File: src/rtl/datapath_sequencer.sv
// Purpose : multi-cycle controller that decodes one RV32 R-type/BEQ/BNE word and sequences the Datapath control pins.
// Latency : accept -> done = 3+SETTLE_CYCLES (R-type), 2+SETTLE_CYCLES (branch), 2 (illegal); all outputs registered.
// Backpr. : cmd_ready only in IDLE; with DATAPATH_SEQUENCER_PREFETCH_EN a one-entry buffer accepts while busy (cmd_ready = buffer empty).
//
// Ports:
//   clock, reset (async, active-low)
//   cmd_valid / cmd_ready / cmd_instr : instruction handshake
//   zero_flag                         : ALU zero result, sampled on the last EXEC edge of a branch
//   read_reg_num1/2, write_reg, alu_control, regwrite : Datapath control pins
//   done, branch_taken, illegal       : completion pulse and status (status valid while done=1)
// Optional feature macro: DATAPATH_SEQUENCER_PREFETCH_EN
module datapath_sequencer #(
    parameter int SETTLE_CYCLES = 1,
    parameter int ALU_CTRL_W    = 4
) (
    input  logic                  clock,
    input  logic                  reset,
    input  logic                  cmd_valid,
    output logic                  cmd_ready,
    input  logic [31:0]           cmd_instr,
    input  logic                  zero_flag,
    output logic [4:0]            read_reg_num1,
    output logic [4:0]            read_reg_num2,
    output logic [4:0]            write_reg,
    output logic [ALU_CTRL_W-1:0] alu_control,
    output logic                  regwrite,
    output logic                  done,
    output logic                  branch_taken,
    output logic                  illegal
);

    typedef enum logic [2:0] {S_IDLE, S_DECODE, S_EXEC, S_WB, S_RESP} state_t;
    typedef enum logic [1:0] {K_RTYPE, K_BEQ, K_BNE, K_ILL} kind_t;

    localparam logic [6:0] OP_RTYPE  = 7'b0110011;
    localparam logic [6:0] OP_BRANCH = 7'b1100011;

    // {funct7, funct3} keys for the supported R-type ops
    localparam logic [9:0] KEY_ADD = {7'b0000000, 3'b000};
    localparam logic [9:0] KEY_SUB = {7'b0100000, 3'b000};
    localparam logic [9:0] KEY_AND = {7'b0000000, 3'b111};
    localparam logic [9:0] KEY_OR  = {7'b0000000, 3'b110};
    localparam logic [9:0] KEY_SLT = {7'b0000000, 3'b010};

    localparam logic [3:0] SETTLE_LAST = 4'(SETTLE_CYCLES - 1);

    function automatic kind_t classify(input logic [31:0] w);
        kind_t k;
        k = K_ILL;
        if (w[6:0] == OP_RTYPE) begin
            case ({w[31:25], w[14:12]})
                KEY_ADD, KEY_SUB, KEY_AND, KEY_OR, KEY_SLT: k = K_RTYPE;
                default:                                    k = K_ILL;
            endcase
        end else if (w[6:0] == OP_BRANCH) begin
            if (w[14:12] == 3'b000)      k = K_BEQ;
            else if (w[14:12] == 3'b001) k = K_BNE;
        end
        return k;
    endfunction

    function automatic logic [3:0] alu_code(input logic [31:0] w);
        logic [3:0] a;
        a = 4'b0000;
        if (w[6:0] == OP_RTYPE) begin
            case ({w[31:25], w[14:12]})
                KEY_ADD: a = 4'b0010;
                KEY_SUB: a = 4'b0110;
                KEY_AND: a = 4'b0000;
                KEY_OR:  a = 4'b0001;
                KEY_SLT: a = 4'b0111;
                default: a = 4'b0000;
            endcase
        end else if (w[6:0] == OP_BRANCH && w[14:13] == 2'b00) begin
            // BEQ and BNE both subtract and look at the zero flag
            a = 4'b0110;
        end
        return a;
    endfunction

    state_t      state;
    kind_t       kind_q;
    logic [3:0]  cnt;

    logic        accept;
    logic        launch;      // start a new instruction into DECODE this edge
    logic [31:0] launch_word;
    logic        ready_nxt;

`ifdef DATAPATH_SEQUENCER_PREFETCH_EN
    logic        buf_vld;
    logic [31:0] buf_dat;
    logic        take_buf;
    logic        buf_load;
    logic        buf_vld_nxt;

    // RESP hands off straight to DECODE, either from the buffer or from a
    // command arriving on that very edge, so IDLE is skipped back-to-back.
    always_comb begin
        accept      = cmd_valid && cmd_ready;
        take_buf    = (state == S_RESP) && buf_vld;
        launch      = take_buf || (accept && (state == S_IDLE || state == S_RESP));
        launch_word = take_buf ? buf_dat : cmd_instr;
        buf_load    = accept && !(launch && !take_buf);
        buf_vld_nxt = buf_load ? 1'b1 : (take_buf ? 1'b0 : buf_vld);
        ready_nxt   = !buf_vld_nxt;
    end

    always_ff @(posedge clock or negedge reset) begin
        if (!reset) begin
            buf_vld <= 1'b0;
            buf_dat <= 32'd0;
        end else begin
            buf_vld <= buf_vld_nxt;
            if (buf_load) buf_dat <= cmd_instr;
        end
    end
`else
    always_comb begin
        accept      = cmd_valid && cmd_ready;
        launch      = accept && (state == S_IDLE);
        launch_word = cmd_instr;
        // ready whenever the next state is IDLE; RESP always returns to IDLE here
        ready_nxt   = ((state == S_IDLE) && !launch) || (state == S_RESP);
    end
`endif

    always_ff @(posedge clock or negedge reset) begin
        if (!reset) begin
            state         <= S_IDLE;
            kind_q        <= K_ILL;
            cnt           <= 4'd0;
            cmd_ready     <= 1'b0;
            read_reg_num1 <= 5'd0;
            read_reg_num2 <= 5'd0;
            write_reg     <= 5'd0;
            alu_control   <= '0;
            regwrite      <= 1'b0;
            done          <= 1'b0;
            branch_taken  <= 1'b0;
            illegal       <= 1'b0;
        end else begin
            done      <= 1'b0;
            regwrite  <= 1'b0;
            cmd_ready <= ready_nxt;

            if (launch) begin
                // Decode fields are driven from here on, visible during DECODE,
                // and hold until the next launch.
                state         <= S_DECODE;
                kind_q        <= classify(launch_word);
                read_reg_num1 <= launch_word[19:15];
                read_reg_num2 <= launch_word[24:20];
                write_reg     <= launch_word[11:7];
                alu_control   <= ALU_CTRL_W'(alu_code(launch_word));
                branch_taken  <= 1'b0;
                illegal       <= 1'b0;
            end else begin
                case (state)
                    S_IDLE: state <= S_IDLE;
                    S_DECODE: begin
                        if (kind_q == K_ILL) begin
                            state   <= S_RESP;
                            done    <= 1'b1;
                            illegal <= 1'b1;
                        end else begin
                            state <= S_EXEC;
                            cnt   <= 4'd0;
                        end
                    end
                    S_EXEC: begin
                        if (cnt == SETTLE_LAST) begin
                            if (kind_q == K_RTYPE) begin
                                state    <= S_WB;
                                // x0 is hardwired: WB is still spent but nothing is written
                                regwrite <= (write_reg != 5'd0);
                            end else begin
                                state        <= S_RESP;
                                done         <= 1'b1;
                                branch_taken <= (kind_q == K_BNE) ? !zero_flag : zero_flag;
                            end
                        end else begin
                            cnt <= cnt + 4'd1;
                        end
                    end
                    S_WB: begin
                        state <= S_RESP;
                        done  <= 1'b1;
                    end
                    S_RESP:  state <= S_IDLE;
                    default: state <= S_IDLE;
                endcase
            end
        end
    end

endmodule

File: config.mk
export PLATFORM = sky130hd
export DESIGN_NAME = datapath_sequencer
export DESIGN_NICKNAME = d
export VERILOG_FILES = /design/src/rtl/datapath_sequencer.sv
export SDC_FILE = /design/constraint.sdc
export NUM_CORES = 1
export LEC_CHECK = 0
export CORE_UTILIZATION = 47
export DETAILED_ROUTE_END_ITERATION = 12
export PLACE_DENSITY = 0.82
export SETUP_SLACK_MARGIN = 0.2
export SLEW_MARGIN = 0
export SYNTH_ARGS = -nofsm -noshare
export SYNTH_HDL_FRONTEND = slang
export SYNTH_SLANG_ARGS = --single-unit
File: constraint.sdc
create_clock -name clock -period 3 [get_ports clock]
set_input_delay 0.9 -clock clock [delete_from_list [all_inputs] [get_ports clock]]
set_output_delay 0.9 -clock clock [all_outputs]
set_load 0.1 [all_outputs]
==> flow_metrics.py <==
metrics = {
    "status": {
        "status": "completed",
    },
    "logic_synthesis": {
        "avgSynthCellArea_sq_um": 9.29,
        "yosys_warnings": 0,
        "synth_xor_area_frac": 0,
        "synth_cell_type_count": 40,
        "synth_area_leader_cell": "dfrtp_1",
        "syn_inst": 168,
        "async_flop_share": 1.00,
        "syn_area_sq_um": 1560,
        "ys.flop_type": "dfrtp_1",
        "ys_seq_elements": 32,
        "synthMuxAreaShare": 0.00641,
        "synth_edf_count": 0,
        "yosys.area_share.simple": 0.294,
        "yosysSeqAreaShare": 0.514,
        "ys_top_cells_by_area": "dfrtp_1, nand2_1, dfstp_2",
        "syn-num-nets": 206,
        "synth_compound_area_frac": 0.123,
        "yosys.area.top_type_share": 0.481,
        "synth_top_family_by_area": "simple AND/OR/NAND/NOR gates",
        "yosys.area_share.adder": 0.0160,
    },
    "routing": {
        "wl_mm": 3.76,
        "drt-vias-per-instance": 5.40,
        "drc": 0,
        "ant_nets": 0,
        "drt-initial-drc-count": 72,
        "wl_per_cell_um": 13.9,
        "vias": 1463,
        "dr.pass1.iters": 4,
    },
    "critical_path": {
        "worstPathArrival_ns": 2.61,
        "ff2ff_path_depth": 6,
        "reg2reg_to": "cnt[3]",
        "startpoint_type": "input pin",
        "worstPathRequired_ns": 3.27,
        "worst-path-max-fanout": 26,
        "cp-end-kind": "flip-flop",
        "timing.rr.start": "cnt[0]",
        "reg2reg_slack_ns": 1.15,
        "path_class": "in -> reg",
    },
    "clock_tree": {
        "h-tree-depth": 2,
        "path_clk_slew_ns": 0.10,
        "cts_sinks": 32,
        "ctsHoldBuffers": 0,
        "cts_inserted_buffers": 5,
        "clk_latency_ns": 0.33,
        "cts_setup_buffers": 0,
        "cts_resized": 0,
        "cts_max_path_buffers": 2,
        "root_buffer": "clkbuf_4",
        "cts_tree": "yes",
    },
    "floorplanning": {
        "design.die.area_sq_um": 3560,
        "initial_core_util": 0.503,
        "coreArea_sq_um": 3100,
        "io-pin-count": 60,
        "die_w_um": 59.6,
        "fp-row-count": 20,
        "die_height_um": 59.6,
    },
    "sta": {
        "finalMaxSlewViolations": 0,
        "worst_pin_slew_ns": 0.583,
        "finalCriticalPeriod_ns": 2.33,
        "max_freq_ghz": 0.429,
        "hold_viol_final": 0,
        "setup_tns_ns": 0,
        "finalSetupViolations": 0,
        "setup_ws_ns": 0.667,
        "period_share": 0.778,
        "slew_headroom": 0.606,
        "fin_skew_ns": 0.00940,
        "rsz0062_at_grt": "no",
    },
    "global_routing": {
        "grt_max_degree": 33,
        "overflow": 0,
        "antenna_found_initial": 0,
        "grt_pass1_wl_mm": 6.39,
        "grt_pass1_vias": 1435,
        "grt.total_usage": 0.243,
    },
    "layout": {
        "drive_above_1_share": 0.167,
        "n_antenna_cell": 0,
        "final_core_util": 0.701,
        "nets": 264,
        "area_delta_synth_final_pct": 39.3,
        "finalNonFillerCells": 271,
    },
    "run": {
        "max_cap_viol_count": 0,
    },
    "hold_path": {
        "hp-class": "reg -> reg",
        "hp-start": "read_reg_num2[4]",
        "holdPathStages": 2,
        "min_to": "read_reg_num2[4]",
    },
    "placed_design": {
        "place.gp.congestion": 0.786,
        "detailed_place_hpwl_mm": 2.84,
        "port-buffer-count": 58,
        "pre_cts_ws_ns": 0.336,
        "placedCellCount": 263,
    },
    "power": {
        "ir_worst_vdd_v": 0.000945,
        "power_density_nw_per_um2": 1120,
        "total_leakage_power_uw": 0.00103,
    },
}
[area by class of cell]
class | instances | area (sq um)
inverter | 3 | 11.3
tap | 44 | 55.1
clock inverter | 2 | 35.0
sequential | 32 | 803
clock buffer | 6 | 41.3
multi-input combinational | 124 | 691
fill | 253 | 928
timing repair buffer | 60 | 538
[worst max-delay path, stage by stage]
cell and delay (ns):
clkdlybuf4s50_1 0.45, nand2_1 0.10, or4_4 0.60, a2111oi_4 0.37
a22o_1 0.18
[metal layers]
layer	global-route usage	vias to the layer above	routed length [um]
met1	0.302	711	1550
met2	0.406	47	1970
met3	0.0524	11	155
met5	0	-	0
met4	0.103	0	82
li1	-	694	-
[power by group]
part | leakage (uW) | internal [uW] | total (uW) | switching (uW)
Clock | 0.0000422 | 175 | 321 | 147
Sequential | 0.000410 | 564 | 671 | 106
Combinational | 0.000578 | 301 | 1430 | 1130
Total | 0.00103 | 1040 | 2430 | 1390
[placed cells by master, fill, tap and decap left out, types with 2 or more instances in the layout]
master / n
nand2_1: 58
clkdlybuf4s50_1: 35
dfrtp_1: 30
buf_4: 25
nor2_1: 7
o21ai_0: 6
nand3_1: 5
clkbuf_4: 5
nor2b_1: 4
nor3b_1: 4
inv_1: 3
o31ai_1: 3
nor3_1: 2
a221o_1: 2
or4_1: 2
nor4_1: 2
nand4_1: 2
a31oi_1: 2
a21oi_1: 2
a22oi_1: 2
nand4b_1: 2
o21bai_1: 2
ha_1: 2
dfstp_2: 2
[cell usage after synthesis (all sizes together), types with 2 or more instances]
cell type and number:
nor2b 4, o21bai 2, a21oi 2, nor3 2, buf 6, nor3b 4
nand2 58, nand4 2, nand4b 2, nand3 5, a221o 2, clkbuf 3
a31oi 2, a22oi 2, dfstp 2, o21ai 6, o31ai 3, or4 3
inv 3, nor4 3, dfrtp 30, nor2 7, ha 2
[worst max path at each step]
stage | to | slack, ns | start | cells past startpoint
6_report | alu_control[2] | 0.67 | cmd_valid | 5
5_1_grt | alu_control[2] | 0.59 | cmd_instr[27] | 5
4_1_cts | alu_control[2] | 0.68 | cmd_valid | 5
3_5_place_dp | alu_control[2] | 0.34 | cmd_valid | 5
3_3_place_gp | alu_control[2] | 0.41 | cmd_valid | 5
2_1_floorplan | alu_control[2] | 0.80 | cmd_ready | 5
[cells by family (layout without fill, tap and decap cells)]
| logic type | count (synthesis) | in the layout |
|---|---|---|
| flip-flops | 32 | 32 |
| AND/OR/NAND/NOR | 95 | 95 |
| AO/OA/AOI/OAI | 25 | 25 |
| other | 1 | 1 |
| buffers and inverters | 12 | 71 |
| multiplexers | 1 | 1 |
| adder cells (fa/ha/maj) | 2 | 2 |
[metrics by stage]
stage	power [uW]	instance area [sq um]	hold slack, ns
6_report	2430	2170	0.490
5_1_grt	2540	2170	0.521
4_1_cts	2440	2170	0.499
3_5_place_dp	2120	2100	0.474
3_3_place_gp	2100	2100	0.469
2_1_floorplan	1800	1560	0.506
No activity file was read; power rests on OpenSTA's default activity.
